`config.mk`:
```
export PLATFORM = sky130hd
export DESIGN_NAME = req_ack_arbiter
export DESIGN_NICKNAME = d
export VERILOG_FILES = /design/src/rtl/bus_pkg.sv /design/src/rtl/rr_pick.sv /design/src/rtl/req_ack_arbiter.sv
export SDC_FILE = /design/constraint.sdc
export NUM_CORES = 1
export LEC_CHECK = 0
export BUFFER_PORTS_ARGS = -buffer_cell sky130_fd_sc_hd__buf_2
export CAP_MARGIN = 20
export CORE_ASPECT_RATIO = 1.5
export CORE_MARGIN = 1.5
export CORE_UTILIZATION = 35
export CTS_CLUSTER_SIZE = 8
export DETAILED_ROUTE_END_ITERATION = 16
export PLACE_DENSITY = 0.69
export RECOVER_POWER = 100
export SLEW_MARGIN = 40
export SYNTH_ARGS = -nofsm -noshare
export SYNTH_HDL_FRONTEND = slang
export SYNTH_SLANG_ARGS = --single-unit
```
`constraint.sdc`:
```
create_clock -name clk -period 1.69 [get_ports clk]
set_clock_uncertainty 0.05 [all_clocks]
set_input_delay 0 -clock clk [delete_from_list [all_inputs] [get_ports clk]]
set_output_delay 0 -clock clk [all_outputs]
set_load 0.01 [all_outputs]
```
`src/rtl/bus_pkg.sv`:
```
// rtl/bus_pkg.sv - shared types and constants for the req/ack arbiter
package bus_pkg;

  typedef enum logic [1:0] {
    IDLE    = 2'd0,
    BUSY    = 2'd1,
    RECOVER = 2'd2
  } state_t;

  localparam logic        CMD_READ  = 1'b0;
  localparam logic        CMD_WRITE = 1'b1;
  localparam logic [31:0] ERR_DATA  = 32'hDEAD_BEEF;

endpackage

```
`src/rtl/rr_pick.sv`:
```
// rtl/rr_pick.sv - combinational round-robin selector
// Returns the first set request at or after ptr, wrapping modulo N.
module rr_pick #(
  parameter int N  = 2,
  parameter int IW = $clog2(N)
) (
  input  logic [N-1:0]  req,
  input  logic [IW-1:0] ptr,
  output logic          any_req,
  output logic [IW-1:0] idx
);

  int j;

  always_comb begin
    any_req = 1'b0;
    idx     = '0;
    j       = 0;
    for (int i = 0; i < N; i++) begin
      j = int'(ptr) + i;
      if (j >= N) j = j - N;
      if (!any_req && req[j]) begin
        any_req = 1'b1;
        idx     = IW'(j);
      end
    end
  end

endmodule

```
`src/rtl/req_ack_arbiter.sv`:
```
// rtl/req_ack_arbiter.sv - round-robin share of one single-outstanding req/ack slave
// Optional BUSY timeout abort when ARB_TIMEOUT_EN is defined.
module req_ack_arbiter
  import bus_pkg::*;
#(
  parameter int N_MASTERS      = 2,
  parameter int ADDR_W         = 32,
  parameter int DATA_W         = 32,
  parameter int TIMEOUT_CYCLES = 16
) (
  input  logic                        clk,
  input  logic                        rst,
  input  logic [N_MASTERS-1:0]        m_req,
  input  logic [N_MASTERS-1:0]        m_cmd,
  input  logic [N_MASTERS*ADDR_W-1:0] m_addr,
  input  logic [N_MASTERS*DATA_W-1:0] m_wdata,
  output logic [N_MASTERS-1:0]        m_ack,
  output logic [DATA_W-1:0]           m_rdata,
  output logic                        m_err,
  output logic                        s_req,
  output logic                        s_cmd,
  output logic [ADDR_W-1:0]           s_addr,
  output logic [DATA_W-1:0]           s_wdata,
  input  logic                        s_ack,
  input  logic [DATA_W-1:0]           s_rdata
);

  localparam int IW = $clog2(N_MASTERS);

  state_t                state, state_n;
  logic [IW-1:0]         ptr, ptr_n, grant, grant_n, pick, grant_inc;
  logic                  any_req;
  logic                  s_req_n, s_cmd_n;
  logic [ADDR_W-1:0]     s_addr_n;
  logic [DATA_W-1:0]     s_wdata_n, m_rdata_n;
  logic [N_MASTERS-1:0]  m_ack_n;

  rr_pick #(.N(N_MASTERS), .IW(IW)) u_pick (
    .req     (m_req),
    .ptr     (ptr),
    .any_req (any_req),
    .idx     (pick)
  );

  assign grant_inc = (grant == IW'(N_MASTERS - 1)) ? '0 : grant + 1'b1;

`ifdef ARB_TIMEOUT_EN
  localparam int CW = $clog2(TIMEOUT_CYCLES + 1);
  logic [CW-1:0] cnt, cnt_n;
  logic          err, err_n;
  logic          timeout;

  // Fires on the edge that would take the count to TIMEOUT_CYCLES.
  assign timeout = (cnt == CW'(TIMEOUT_CYCLES - 1));
  assign m_err   = err;
`else
  assign m_err   = 1'b0;
`endif

  always_comb begin
    state_n   = state;
    ptr_n     = ptr;
    grant_n   = grant;
    s_req_n   = s_req;
    s_cmd_n   = s_cmd;
    s_addr_n  = s_addr;
    s_wdata_n = s_wdata;
    m_ack_n   = '0;
    m_rdata_n = m_rdata;
`ifdef ARB_TIMEOUT_EN
    cnt_n     = cnt;
    err_n     = 1'b0;
`endif
    case (state)
      IDLE: begin
        if (any_req) begin
          grant_n   = pick;
          s_cmd_n   = m_cmd[pick];
          s_addr_n  = m_addr[int'(pick)*ADDR_W +: ADDR_W];
          s_wdata_n = m_wdata[int'(pick)*DATA_W +: DATA_W];
          s_req_n   = 1'b1;
          state_n   = BUSY;
`ifdef ARB_TIMEOUT_EN
          cnt_n     = '0;
`endif
        end
      end
      BUSY: begin
        if (s_ack) begin
          s_req_n        = 1'b0;
          m_ack_n[grant] = 1'b1;
          m_rdata_n      = (s_cmd == CMD_READ) ? s_rdata : '0;
          ptr_n          = grant_inc;
          state_n        = RECOVER;
        end
`ifdef ARB_TIMEOUT_EN
        else begin
          if (cnt != CW'(TIMEOUT_CYCLES)) cnt_n = cnt + 1'b1;
          if (timeout) begin
            s_req_n        = 1'b0;
            m_ack_n[grant] = 1'b1;
            err_n          = 1'b1;
            m_rdata_n      = DATA_W'(ERR_DATA);
            ptr_n          = grant_inc;
            state_n        = RECOVER;
          end
        end
`endif
      end
      RECOVER: state_n = IDLE;
      default: state_n = IDLE;
    endcase
  end

  always_ff @(posedge clk) begin
    if (rst) begin
      state   <= IDLE;
      ptr     <= '0;
      grant   <= '0;
      s_req   <= 1'b0;
      s_cmd   <= 1'b0;
      s_addr  <= '0;
      s_wdata <= '0;
      m_ack   <= '0;
      m_rdata <= '0;
`ifdef ARB_TIMEOUT_EN
      cnt     <= '0;
      err     <= 1'b0;
`endif
    end else begin
      state   <= state_n;
      ptr     <= ptr_n;
      grant   <= grant_n;
      s_req   <= s_req_n;
      s_cmd   <= s_cmd_n;
      s_addr  <= s_addr_n;
      s_wdata <= s_wdata_n;
      m_ack   <= m_ack_n;
      m_rdata <= m_rdata_n;
`ifdef ARB_TIMEOUT_EN
      cnt     <= cnt_n;
      err     <= err_n;
`endif
    end
  end

endmodule

```
After elaboration in Yosys (flattened, before gate mapping). Cells that the tools add are included.

Bits in latches: 0. RAM bits: 0. Logic and storage cells: 61. ROM bits: 0. Output and inout port bits: 101. Memories: 0. Register bits after elaboration: 104. Bits of input ports: 167.

Multipliers: 0. Shift operators: 2. $add $sub $neg: 4. Mux-type cells: 24. Reduce and logical (&&, ||, !) cells: 10. Divide/modulo/power cells: 0. Equal/unequal tests: 3. Bitwise logic cells: 2. Order comparisons: 7.

Operators by type and width (count): variable part select 64 x 7 -> 32 bit (2); 2-to-1 mux 32 bit (3); < comparator 32 x 3 -> 1 bit (second input constant) (2); >= comparator 32 x 3 -> 1 bit (second input constant) (1); subtractor 32 x 3 -> 32 bit (second input constant) (1); 2-to-1 mux 1 bit (16); AND reduction 2 bit (3); < comparator 1 x 2 -> 1 bit (second input constant) (2); 2-to-1 mux 2 bit (2); != test 2 bit (second input constant) (2); one-hot mux 2 bit (2 select lines) (1); AND reduction 3 bit (1); OR reduction 3 bit (1); subtractor 1 x 2 -> 3 bit (second input constant) (1); adder 1 x 1 -> 2 bit (second input constant) (1); equality test 2 x 1 -> 1 bit (second input constant) (1); >= comparator 1 x 2 -> 1 bit (second input constant) (1); logical AND 1 bit (2); zero test 2 bit (1); inverter 1 bit (2); one-hot mux 1 bit (2 select lines) (1); nonzero test 2 bit (1); adder 1 bit (second input constant) (1); demux 1 bit (select 1 bit) (1); other kinds (2) (2).

Longest topological paths before layout. Gate-level depths: netlist (run 1).

Depth after elaboration: 11. Mapped depth: 6. Gate-level depth less buffers: 3.

By module. A second synthesis (run 1) with hierarchy kept.

Cells, all modules: 462. Area, all modules: 4725.8 um^2.

By module, submodules not included: req_ack_arbiter (instances 1, cells each 459, area each 4708.3 um^2); rr_pick (instances 1, cells each 3, area each 17.5 um^2).

Worst setup path before layout (run 1). OpenSTA, ideal clock, no wires.

Kind: reg2reg. Start point: register state[1]. End point: register s_addr[0]. Stages on the path, launching flop included: 6. Required time: 1551 ps. Period minus slack after synthesis: 1403 ps. Data arrival time: 1264 ps. Setup time: 89 ps. Path buffers: 2. Setup slack: 287 ps. Cell sequence: dfxtp_1 > nor2_2 > buf_4 > clkbuf_1 > a21oi_1 > a311oi_2.

Longest elaborated chain between the ends: 2.

Ends and longest elaborated chain: start, declared (RTL line req_ack_arbiter.sv:30) `state_t state, state_n;`; start signal, assigned (RTL line req_ack_arbiter.sv:131) `state <= state_n;`; zero test 2 bit (RTL line req_ack_arbiter.sv:74) `case (state)`; AND reduction 2 bit (no source line); end signal, assigned (RTL line req_ack_arbiter.sv:136) `s_addr <= s_addr_n;`; end, declared (RTL line req_ack_arbiter.sv:22) `output logic [ADDR_W-1:0] s_addr,`.

Every way passes these cells. A chain may end at the register's enable or synchronous reset.

Worst setup path in the final report (run 1).
Start point: input port m_req[1]. End point: register s_addr[17].

Longest elaborated chain between the ends: 8.

Ends and longest elaborated chain: start, declared (RTL line req_ack_arbiter.sv:13) `input logic [N_MASTERS-1:0] m_req,`; 2-to-1 mux 1 bit (implied by the code) (3 in series) (RTL line rr_pick.sv:22) `if (!any_req && req[j]) begin`; 2-to-1 mux 1 bit (RTL line rr_pick.sv:22); zero test 1 bit (RTL line rr_pick.sv:22); logical AND 1 bit (RTL line rr_pick.sv:22); 2-to-1 mux 1 bit (RTL line rr_pick.sv:22); variable part select 64 x 7 -> 32 bit / AND reduction 2 bit (equally long branches).

Several ways; a longest one is shown, not always the timed one. The select of a mux whose other input is x is not followed.

==> summary by stage, run 1 <==
Outcome
The run finished with clean final reports.

Worst setup path
The start-to-end type of the worst setup path is in -> reg. The type of element launching the critical path is a primary input. The data required time of the critical path is 1870 ps. The endpoint arrival time on the critical path is 1810 ps. The highest-delay cell along the critical path is sky130_fd_sc_hd__dlygate4sd3_1. The largest single stage delay on the critical path is 530 ps. The critical path goes through dlygate4sd3_1, buf_2, or2_2, and2_4, buf_12, a311oi_1. The endpoint class of the critical path is a register. In this run the worst path has a maximum fanout of 27.

GRT
The first-pass GRT wire length is 30.0 mm. The number of antenna violations at the first check in global routing was 0. The total overflow left after global routing is 0.

The overall track demand over capacity in global routing is 26.4%. The via count of the first global-routing pass came to 6121. Entering global routing, the biggest net connects 56 pins.

Route
The number of optimization iterations in the first detailed-route pass is 5. The violation count after the first detailed-routing iteration is 314. After detailed routing, the number of remaining DRC violations is 0.

The via total after detailed routing is 5868. The per-cell via count in the routed design is 5.63. The total length of routed wires is 19.5 mm. In the final routed layout, each cell accounts on average for 18.7 um.

The remaining antenna violation count after routing is 0.

Pwr
The internal portion of the total power is 4560 uW. For this design the total switching power over the nets is 2110 uW. The part of the power in combinational logic is 26.3%. The share of total power dissipated in the clock network is 31.4%. The leakage power is 0.00311 uW. The areal power density over the cells is 852 nW/um^2. Per report_power, the sequential group accounts for 42.3% of the total. The switching part of the total is 31.6%. The maximum vdd drop is 0.000439 V.

Floorplanning
The full die area is 14100 sq um. The area of the core is 13000 sq um. The initial core utilization is 35.9%. The die is 97.4 um wide. The number of top-level design ports is 268. The floorplan step set the die height to 145 um. The number of placement rows is 51.

Placement
The routability-driven placement congestion ratio is 0.812. The number of placed instances, taps included is 862. Buffers placed on the I/O ports in this run total 266. The wire-length estimate of the detail-placed layout is 11.1 mm.

Clocking
After clock tree synthesis, the clock-pin slew on the worst setup and hold paths is 80 ps. The tree built by TritonCTS fans out to 104 sinks. CTS built an H-tree with a depth of 3. The insertion delay to the later sink of the worst-skew pair is 340 ps. The TritonCTS clock tree is yes. The number of buffers created by CTS is 9. In this run the clock root is driven by a sky130_fd_sc_hd__clkbuf_16. The number of buffers on the longest clock path is 2.

In this run, post-CTS repair resized a total of 0 instances.

Finish
The number of inserted diodes is 0. The finished layout holds 1042 standard cells, fillers aside. The sequential cells in the finished layout cover a total of 2080 sq um. Of the cells placed in the final design, the portion with a size suffix greater than 1 is 27.1%. The area growth from synthesis to layout is 67.3%. The final-layout fill cell count is 1120.

For this run, the post-layout net count is 1045. The area of the multi-input gates is 2160 sq um.

STA
The pin slew with the least headroom to its limit is 559 ps. The shortest clock period the worst path allows after layout is 1630 ps. Setup repair after global routing left no endpoint under its margin.

Setup violations remaining at the end of the flow were counted as 0. Based on the critical path, the design can be clocked at up to 614 MHz. The number of pins with negative max-slew slack in the final report is 0.

The worst slew slack as a fraction of its limit is 62.7%. The count of endpoints failing hold in the final timing report came to 0. In the final timing run, aggregate negative setup slack is 0 ps. The final critical path takes up 96.4% of the cycle.

Flow run
The count of max-cap constraint violations is 0.

Logic synthesis
The top cell type by area accounts for 44.5% of the synthesized area. The Yosys warning count is 0. Counting distinct cell types in the post-synthesis netlist gives 27. In this run, synthesis produced a sequential element count of 104.

Sorting the synthesized cells by area gives the leading types as sky130_fd_sc_hd__dfxtp_1 (45%), sky130_fd_sc_hd__a311oi_2 (16%), sky130_fd_sc_hd__a21oi_1 (7.2%), sky130_fd_sc_hd__nand3_1 (7.2%), sky130_fd_sc_hd__o21ai_0 (7.0%). The post-synthesis sequential area ratio is 44.5%. The number of nets in the synthesized netlist is 651. Synthesis handed over a netlist of 484 instances.

After synthesis, the mean cell area works out to 9.66 sq um. The synthesized netlist occupies a cell area of 4670 sq um. The largest area contributor in the netlist is sky130_fd_sc_hd__dfxtp_1.

Min path
The kind of path behind the tightest hold check is in -> reg.
==> synthesized netlist by cell type, drive strengths merged <==
library cell  number
nand4bb            1
a22o              32
o21ai             65
a21bo              1
a31oi              1
or2                1
buf               23
a21oi             67
a311oi            65
nor2b              1
nand2              1
dfxtp            104
and2               2
o2bb2ai            1
nand3             67
inv                4
conb               1
nand2b             1
clkbuf            42
a21o               1
nor2               3
==> sequential cells by signal, summed over array words and instances (netlist names) <==
signal and flops:
ptr 1, state 2, m_ack 2, s_addr 32, grant 1, m_rdata 32
s_req 1, s_cmd 1, s_wdata 32
==> cells in the final DEF (no fill, tap or decap), drive strengths merged <==
cell / synthesis / layout
nand3: 67 / 67
inv: 4 / 6
conb: 1 / 1
nand2b: 1 / 1
buf: 23 / 182
a21oi: 67 / 67
nor2: 3 / 3
o2bb2ai: 1 / 1
o21ai: 65 / 65
or2: 1 / 1
a21o: 1 / 1
dfxtp: 104 / 104
a311oi: 65 / 65
a31oi: 1 / 1
clkbuf: 42 / 111
a22o: 32 / 32
dlygate4sd3: 0 / 164
nand4bb: 1 / 1
clkinv: 0 / 5
and2: 2 / 2
nor2b: 1 / 1
nand2: 1 / 1
a21bo: 1 / 1
==> cell type report <==
type	instances	share of cell area (%)
Timing Repair Buffer	448	39.1
Multi-Input combinational cell	311	27.6
Sequential cell	104	26.6
Clock buffer	9	2.88
Tap cell	159	2.54
Clock inverter	7	1.07
Inverter	4	0.192
==> worst paths after layout <==
path | start | end | slack, ps | depth (start not counted)
worst max-delay path | m_req[1] | s_addr[17] | 60 | 6
worst min-delay path | rst | m_ack[0] | 50 | 3
worst max register to register | ptr | s_addr[17] | 160 | 4
worst min register to register | s_req | s_req | 420 | 1
==> per-layer routing <==
metal / global-route usage [%] / wire (um) / vias to the layer above
met4: 16.5 / 969 / 0
met3: 4.88 / 1300 / 96
met5: 0 / 0 / -
li1: - / - / 2652
met2: 48.5 / 10200 / 375
met1: 27.8 / 7070 / 2745
==> stage by stage <==
step,total power [uW],setup WS [ps],area [sq um],utilization (%),hold slack (ps)
6_report,6660,60.4,7820,60.1,49.0
4_1_cts,6810,124,8080,62.1,8.63
3_5_place_dp,4390,326,6130,47.1,164
3_3_place_gp,4340,367,6130,47.1,162
5_1_grt,6960,29.9,7820,60.1,46.7
2_1_floorplan,3760,287,4670,-,75.5
==> repair_timing <==
item	in CTS	in global routing
hold buffers	164	0
hold endpoints to repair	99	0
buffers inserted	0	0
==> cell families after synthesis <==
kind of cell / count (synthesis) / synth area share [%]
other: 1 / 0.0802
buffers and inverters: 69 / 7.17
flip-flops: 104 / 44.5
AND/OR/NAND/NOR: 77 / 8.51
AO/OA/AOI/OAI: 233 / 39.7
==> power groups by stage <==
stage	registers (uW)	clock network, uW	logic [uW]
4_1_cts	2810	2170	1830
2_1_floorplan	2950	0	805
3_5_place_dp	2860	0	1530
3_3_place_gp	2860	0	1480
6_report	2820	2090	1750
5_1_grt	2850	2240	1880
==> worst max-delay path: cells and delay by family <==
family / cells / cell delay, ps
AOI/OAI and AO/OA: 1 / 320
buffers and inverters: 3 / 900
and+or+nand+nor: 2 / 560
Note: power is estimated with default switching activity, not from simulation.
==> inputs of run 2 (changes only) <==
--- a/config.mk
+++ b/config.mk
@@ -5,6 +5,7 @@
 export SDC_FILE = /design/constraint.sdc
 export NUM_CORES = 1
 export LEC_CHECK = 0
+export ABC_AREA = 1
 export BUFFER_PORTS_ARGS = -buffer_cell sky130_fd_sc_hd__buf_2
 export CAP_MARGIN = 20
 export CORE_ASPECT_RATIO = 1.5
@@ -12,7 +13,7 @@
 export CORE_UTILIZATION = 35
 export CTS_CLUSTER_SIZE = 8
 export DETAILED_ROUTE_END_ITERATION = 16
-export PLACE_DENSITY = 0.69
+export PLACE_DENSITY = 0.67
 export RECOVER_POWER = 100
 export SLEW_MARGIN = 40
 export SYNTH_ARGS = -nofsm -noshare
==> run 2 against run 1 <==
Effect of this change:
- the flow now finishes with violations (negative hold slack)
- clock power rose by 7%
- sequential power is 1% lower
- global-route usage is 3.5 points lower
- setup slack gained 210 ps
- first-iteration DRC count is 9.6% higher
- die area is 13% higher
- non-clock buffer count is 5 lower
- combinational power is 9% higher
- largest cell class unchanged
==> summary by stage, run 2 <==
STA
The count of endpoints failing hold in the final timing report is 1 (+1). The portion of the clock cycle consumed by the worst path in the final layout is 84.0% (-12 points). The smallest setup slack after layout is 270 ps (+209 ps). The worst slew slack as a fraction of its limit is 64.3% (+1.5 points).

The pin slew with the least headroom to its limit is 536 ps (-22.8 ps). The maximum clock frequency is 704 MHz (+15%). The number of pins with negative max-slew slack in the final report is 0 (unchanged).

The summed negative setup slack over all endpoints was 0 ps (unchanged). The shortest clock period the worst path allows after layout came to 1420 ps (-209 ps). Setup repair after global routing left no endpoint under its margin. The number of endpoints failing setup at the final stage is 0 (unchanged). The minimum hold slack is -4.05 ps (-53.0 ps).

Min path
The tightest min-delay check is of the in -> reg type.

GRT
The overall track demand over capacity in global routing is 22.9% (-3.5 points). The first-pass GRT wire length is 30.0 mm (-0.11%). The via count of the first global-routing pass is 6445 (+5.3%). The pin count of the biggest net entering global routing is 100 (+79%). The overflow left after global routing is 0 (unchanged). The number of antenna violations at the first check in global routing is 0 (unchanged).

Worst setup path
The critical path is of the reg -> reg type. The maximum fanout encountered on the critical timing path was 19 (-30%). The highest-delay cell along the critical path is sky130_fd_sc_hd__dfxtp_1.

The worst setup path is captured at a register. The endpoint arrival time on the critical path is 1660 ps (-150 ps). Traced cell by cell, the critical path runs through nor2_1, o21ai_4, clkbuf_2, nand2_1, nand2_1, nor2_1. The largest delay contributor family on the critical path is simple AND/OR/NAND/NOR gates. The data required time of the critical path is 1930 ps (+60 ps). The type of element launching the critical path is a register. The buffering stage count on the worst path with inverters included is 1 (-2). The delay of the slowest cell on the worst path is 330 ps (-200 ps).

Floorplanning
The chip height is 154 um (+6.5%). The number of placement rows is 55 (+7.8%). The area of the core is 15000 sq um (+15%). The full die area is 16000 sq um (+13%). The horizontal die dimension is 104 um (+6.5%).

The number of top-level design ports is 268 (unchanged). The initial core utilization is 35.4% (-0.46 points).

Placement
The number of port buffers came to 266 (unchanged). The half-perimeter wire length after detailed placement is 10.6 mm (-4.1%). The pre-CTS setup slack is 401 ps (+75.4 ps). The routability-driven placement congestion ratio is 0.802 (-1.2%).

Route
The remaining antenna violation count after routing is 0 (unchanged). The number of optimization iterations in the first detailed-route pass is 5 (unchanged). The routed wirelength normalized by instance count was 12.7 um (-32%). The per-cell via count in the routed design is 4.56 (-19%). The violation count after the first detailed-routing iteration is 344 (+9.6%). The via total after detailed routing is 6710 (+14%). The total DRC errors in the routed layout came to 0 (unchanged). The total length of routed wires is 18.7 mm (-4.1%).

Logic synthesis
The share of synthesized registers carrying an async set or reset is 0% (unchanged). The synthesized instance count is 877 (+81%). Sorting the synthesized cells by area gives the leading types as sky130_fd_sc_hd__dfxtp_1 (39%), sky130_fd_sc_hd__nand2_1 (17%), sky130_fd_sc_hd__inv_1 (9.6%), sky130_fd_sc_hd__nor2_1 (9.5%), sky130_fd_sc_hd__nand3_1 (9.4%). Counting instances in the post-synthesis netlist gives the leading cell types as sky130_fd_sc_hd__nand2_1 (235), sky130_fd_sc_hd__inv_1 (136), sky130_fd_sc_hd__nor2_1 (135). The dominant cell by count in the synthesized netlist is sky130_fd_sc_hd__nand2_1. The number of enable-type register cells in the synthesized netlist came to 0 (unchanged). The average cell area after synthesis is 6.06 sq um (-37%). The post-synthesis sequential area ratio came to 39.2% (-5.4 points). The fraction of post-synthesis cell area in the top cell type by area is 39.2% (-5.4 points). The number of register bits inferred by synthesis is 104 (unchanged).

The cell area after technology mapping is 5320 sq um (+14%). The largest area contributor in the netlist is sky130_fd_sc_hd__dfxtp_1. The number of distinct library cells after synthesis is 15 (-44%). The Yosys warning count is 0 (unchanged). The primary flip-flop cell chosen by synthesis mapping is sky130_fd_sc_hd__dfxtp_1. The number of nets produced by synthesis came to 1044 (+60%).

Clocking
The CTS clock-pin slew for the worst setup and hold paths came to 80 ps (about the same). The insertion delay to the later sink of the worst-skew pair was 350 ps (about the same). The number of buffers on the longest clock path is 2 (unchanged). The number of buffers created by CTS is 9 (unchanged). Clock tree synthesis selected as its root buffer the cell sky130_fd_sc_hd__clkbuf_16.

The total of hold buffers inserted after clock tree synthesis is 164 (unchanged). The count of clock tree sinks is 104 (unchanged). The number of gates given a new drive strength after cts is 0 (unchanged). The count of H-tree levels built during CTS is 3 (unchanged). The number of buffers added for setup after CTS is 0 (unchanged). TritonCTS built the clock tree.

Finish
The fraction of layout cells with a size suffix above 1 came to 15.6% (-12 points). The top cell types in the final layout, fill and taps aside, are sky130_fd_sc_hd__nand2_1 (235), sky130_fd_sc_hd__buf_2 (166), sky130_fd_sc_hd__dlygate4sd3_1 (164). The area growth from synthesis to layout is 61.7%. The number of inserted diodes is 0 (unchanged).

The library cell used most frequently in the layout, excluding fill and tap cells, is sky130_fd_sc_hd__nand2_1. The number of nets in the final layout came to 1435 (+37%). In the final layout, the registers with the most flip-flops are m_rdata x32, s_addr x32, s_wdata x32.

Flow run
The count of max-cap constraint violations is 0 (unchanged).

Pwr
The maximum vdd drop is 0.000471 V (+7.3%). The areal power density over the cells is 806 nW/um^2 (-5.4%). The leakage power is 0.00437 uW (+41%). The power consumption is 6930 uW (+4.0%).

Outcome
The final reports fail on negative hold slack. The flow ran to the end, but the final reports show violations.
## run 2: cell types whose count changed in the layout (fill, tap and decap cells not counted), moves of 31 or more
cell                       previous run  this run
sky130_fd_sc_hd__o21ai_0             65        31
sky130_fd_sc_hd__a22o_1              32         0
sky130_fd_sc_hd__nand2_1              1       235
sky130_fd_sc_hd__a311oi_2            31         0
sky130_fd_sc_hd__nor2_1               2       135
sky130_fd_sc_hd__nand3_1             67       100
sky130_fd_sc_hd__a311oi_1            34         0
sky130_fd_sc_hd__inv_1                1       136
## run 2: cells by family after synthesis
logic type / after synthesis / synth area share (%)
and+or+nand+nor: 470 / 35.5
other: 1 / 0.0705
buffers and inverters: 201 / 15.7
DFF: 104 / 39.2
AOI/OAI and AO/OA: 101 / 9.58
## run 2: path summary, 6_finish.rpt
check / cells after the start / slack [ps] / startpoint / to
worst min register to register: 2 / 410 / s_req / s_req
worst min-delay path: 4 / -4 / m_req[0] / grant
worst max-delay path: 6 / 270 / state[1] / s_wdata[4]
worst max register to register: 6 / 270 / state[1] / s_wdata[4]
## run 2: report_power, final
| group | internal (uW) | leakage (uW) | switching (uW) |
|---|---|---|---|
| Clock | 1100 | 0.000156 | 1140 |
| Sequential | 2680 | 0.000857 | 108 |
| Combinational | 845 | 0.00336 | 1060 |
| Total | 4620 | 0.00437 | 2310 |
## run 2: cell type report
cell class | count | area, sq um
flip-flops and latches | 104 | 2080
fillers | 1454 | 6400
well taps | 199 | 249
multi-input cells | 572 | 2410
clock inverters | 7 | 96.3
clock buffers | 9 | 225
repair buffers | 443 | 3020
inverters | 138 | 518
## run 2: per-layer routing
metal  share of wire, %  global-route usage, %  up-vias
met4                6.9                   17.5        0
met3                5.3                   4.37      104
li1                   -                      -     3430
met1                 38                   24.6     2884
met2                 49                   39.7      292
met5                  0                      0        -
## run 2: metrics by stage
stage / hold slack (ps) / util [%] / instance area (sq um) / std cells
floorplan: 19.1 / - / 5320 / 877
global route: 19.9 / 57.3 / 8600 / 1472
finish: -4.05 / 57.3 / 8600 / 1472
detailed placement: 173 / 45.3 / 6790 / 1292
global placement: 168 / 45.3 / 6790 / 1292
CTS: 9.43 / 58.4 / 8760 / 1472
## run 2: worst reg2reg max path, delay by kind of cell (launching register included)
| kind | cells | cell delay (ps) |
|---|---|---|
| AND/OR/NAND/NOR | 4 | 500 |
| flip-flops | 1 | 330 |
| AO/OA/AOI/OAI | 1 | 150 |
| buffers and inverters | 1 | 320 |
==> inputs of run 3 (changes only) <==
==> constraint.sdc (replaced) <==
create_clock -name clk -period 1.5 [get_ports clk]
set_clock_uncertainty 0.05 [all_clocks]
set_input_delay 0 -clock clk [delete_from_list [all_inputs] [get_ports clk]]
set_output_delay 0 -clock clk [all_outputs]
set_load 0.01 [all_outputs]
==> run 3 against run 2 <==
Effect of this change:
- the flow now finishes without violations
- first-iteration DRC count fell by 12%
- sequential share of layout area barely moved
- critical path depth fell by 1
- non-clock buffer count did not move
- register-to-register slack got worse by 96 ps
- design area rose by 0.15%
- combinational power rose by 13%
- power rose by 11%
- fmax rose by 7.1%
- critical path type unchanged
- largest cell class unchanged
- largest power group unchanged
==> summary by stage, run 3 (synthesis results as in run 2) <==
Clocking
The count of H-tree levels built during CTS is 3 (unchanged). The number of buffers created by CTS came to 9 (unchanged). The count of clock tree sinks was 104 (unchanged). The number of gates given a new drive strength after cts is 0 (unchanged). CTS placed an instance of sky130_fd_sc_hd__clkbuf_16 at the clock tree root. The insertion delay to the later sink of the worst-skew pair is 350 ps (about the same). The number of buffers added for setup after CTS was 0 (unchanged). The CTS clock-pin slew for the worst setup and hold paths is 80 ps (about the same). TritonCTS built the clock tree. The number of buffers on the longest clock path is 2 (unchanged).

Worst setup path
The data required time of the critical path was 1710 ps (-220 ps). The critical path is of the reg -> reg type. The internal reg-to-reg setup slack is 170 ps (-100 ps).

The endpoint arrival time on the critical path is 1540 ps (-120 ps). The worst setup path is launched from a register. The endpoint class of the critical path is a register. The endpoint identified for the worst register-to-register timing path is m_rdata[15].

The maximum fanout encountered on the critical timing path came to 33 (+14). The startpoint of the worst register-to-register path is state[0]. The logic depth of the worst register-to-register path was 5 (-1).

STA
The number of pins with negative max-slew slack in the final report is 0 (unchanged). The shortest clock period the worst path allows after layout came to 1330 ps (-94.0 ps). The number of endpoints failing setup at the final stage came to 0 (unchanged). The worst slew slack as a fraction of its limit is 64.4% (+0.13 points). The summed negative setup slack over all endpoints is 0 ps (unchanged). The maximum clock frequency is 754 MHz (+7.1%).

The count of endpoints failing hold in the final timing report came to 0 (-1). Setup repair after global routing left no endpoint under its margin. The pin slew with the least headroom to its limit is 534 ps (-1.96 ps). The portion of the clock cycle consumed by the worst path in the final layout is 88.4% (+4.4 points).

Placement
The cell area reported after detailed placement is 6790 sq um (unchanged). The routability-driven placement congestion ratio is 0.824 (+2.7%). The number of port buffers was 266 (unchanged).

The half-perimeter wire length after detailed placement is 10.7 mm (+0.63%). The number of placed instances, taps included is 1292 (unchanged).

Outcome
The flow ran to the end, and the final reports show no timing, DRC or antenna violations.

Finish
The register cell area after layout is 2080 sq um (unchanged). The final non-filler cell area is 8610 sq um (+0.15%). The share of the core filled with cells in the final layout is 57.4% (+0.083 points). Relative to the synthesized area, the layout overhead comes to 61.9%. The final-layout fill cell count is 1436 (-1.2%).

The area of the multi-input gates is 2420 sq um (+0.62%). Leaving out fill and tap cells, the most frequent cell in the layout is sky130_fd_sc_hd__nand2_1. In the final layout, the registers with the most flip-flops are m_rdata x32, s_addr x32, s_wdata x32. The number of nets in the final layout is 1435 (unchanged).

The number of inserted diodes is 0 (unchanged). The post-route non-filler standard cell count is 1472 (unchanged). Leaving out fill and tap cells, the most frequent cells in the layout are sky130_fd_sc_hd__nand2_1 (234), sky130_fd_sc_hd__buf_2 (165), sky130_fd_sc_hd__dlygate4sd3_1 (164). The fraction of layout cells with a size suffix above 1 is 15.6% (+0.079 points).

Floorplanning
The horizontal die dimension was 104 um (unchanged). The area of the core was 15000 sq um (unchanged). The full die area came to 16000 sq um (unchanged).

The number of placement rows came to 55 (unchanged). The initial core utilization is 35.4% (unchanged). The number of top-level design ports is 268 (unchanged). The chip height came to 154 um (unchanged).

Pwr
The sequential cell fraction of total power is 40.9% (+0.7 points). The areal power density over the cells came to 893 nW/um^2 (+11%). The power consumption is 7690 uW (+11%). The leakage power is 0.00437 uW (about the same). The part of the power in combinational logic was 28.0% (+0.5 points). The maximum vdd drop was 0.000507 V (+7.7%). The switching part of the total is 32.9% (-0.41 points). The internal portion of total power is 5160 uW (+12%). The switching power summed over all nets is 2530 uW (+9.6%). The share of total power in the clock network is 31.1% (-1.2 points).

Route
The routed wirelength normalized by instance count is 12.9 um (+1.3%). The total length of routed wires is 19.0 mm (+1.3%). The remaining antenna violation count after routing is 0 (unchanged). The number of optimization iterations in the first detailed-route pass is 5 (unchanged). The via total after detailed routing was 6739 (+0.43%). The total DRC errors in the routed layout is 0 (unchanged). The per-cell via count in the routed design is 4.58 (+0.43%).

The violation count after the first detailed-routing iteration is 302 (-12%).

GRT
The pin count of the biggest net entering global routing came to 99 (-1.0%). The overflow left after global routing is 0 (unchanged). The via count of the first global-routing pass was 6318 (-2.0%).

The first-pass GRT wire length was 30.0 mm (about the same). The number of antenna violations at the first check in global routing is 0 (unchanged). The overall track demand over capacity in global routing is 23.0% (+0.071 points).

Min path
The path with the worst hold slack has its endpoint at grant. The cell depth of the worst hold path is 4 (unchanged). The worst min-delay path startpoint is m_req[1]. In this run the worst hold path is classified as in -> reg.

Flow run
The count of max-cap constraint violations is 0 (unchanged).
## run 3: cell count changes in the layout (fill, tap and decap cells not counted), sizes merged
cell,before,now
inv,144,140
clkinv,1,4
clkinvlp,0,1
## run 3: critical path: stages (launching register included)
cell                       delay (ps)
sky130_fd_sc_hd__dfxtp_1          330
sky130_fd_sc_hd__inv_1             50
sky130_fd_sc_hd__nor2_1           150
sky130_fd_sc_hd__nand3_1          110
sky130_fd_sc_hd__clkbuf_4         290
sky130_fd_sc_hd__o21ai_0          260
## run 3: worst max-delay path by stage
stage / start / endpoint / slack (ps) / cells after the start
detailed placement: state[1] / s_wdata[13] / 250 / 6
floorplan: ptr / s_addr[0] / 340 / 7
global placement: ptr / s_wdata[26] / 270 / 7
finish: state[0] / m_rdata[15] / 170 / 5
CTS: state[1] / s_wdata[13] / 220 / 6
global route: state[0] / m_rdata[5] / 50 / 5
## run 3: area by class of cell
type | count | share of cell area (%)
Clock buffer | 9 | 2.62
Clock inverter | 7 | 0.988
Inverter | 138 | 6.02
Multi-Input combinational cell | 572 | 28.2
Sequential cell | 104 | 24.2
Tap cell | 199 | 2.89
Timing Repair Buffer | 443 | 35.1
## run 3: timing repair
action,4_1_cts,5_1_grt
endpoints found under the hold margin,102,0
setup endpoints to repair,0,0
hold buffers,164,0
## run 3: power groups by stage
stage	sequential, uW	clock (uW)	combinational [uW]
CTS	3140	2470	2210
global route	3180	2590	2410
detailed placement	3200	0	1870
global placement	3190	0	1860
floorplan	3310	0	1040
finish	3140	2390	2160
## run 3: layer usage
metal | routed length, um | GRT usage [%] | vias up
met5 | 0 | 0 | -
met4 | 1250 | 17.8 | 0
met3 | 1050 | 4.03 | 104
met2 | 9450 | 40.3 | 307
met1 | 7200 | 24.4 | 2902
li1 | - | - | 3426
## run 3: metrics by stage
| step | setup WS, ps | hold WS (ps) |
|---|---|---|
| finish | 174 | 109 |
| floorplan | 342 | 19.1 |
| global route | 48.4 | 128 |
| global placement | 266 | 172 |
| detailed placement | 252 | 171 |
| CTS | 216 | 100 |
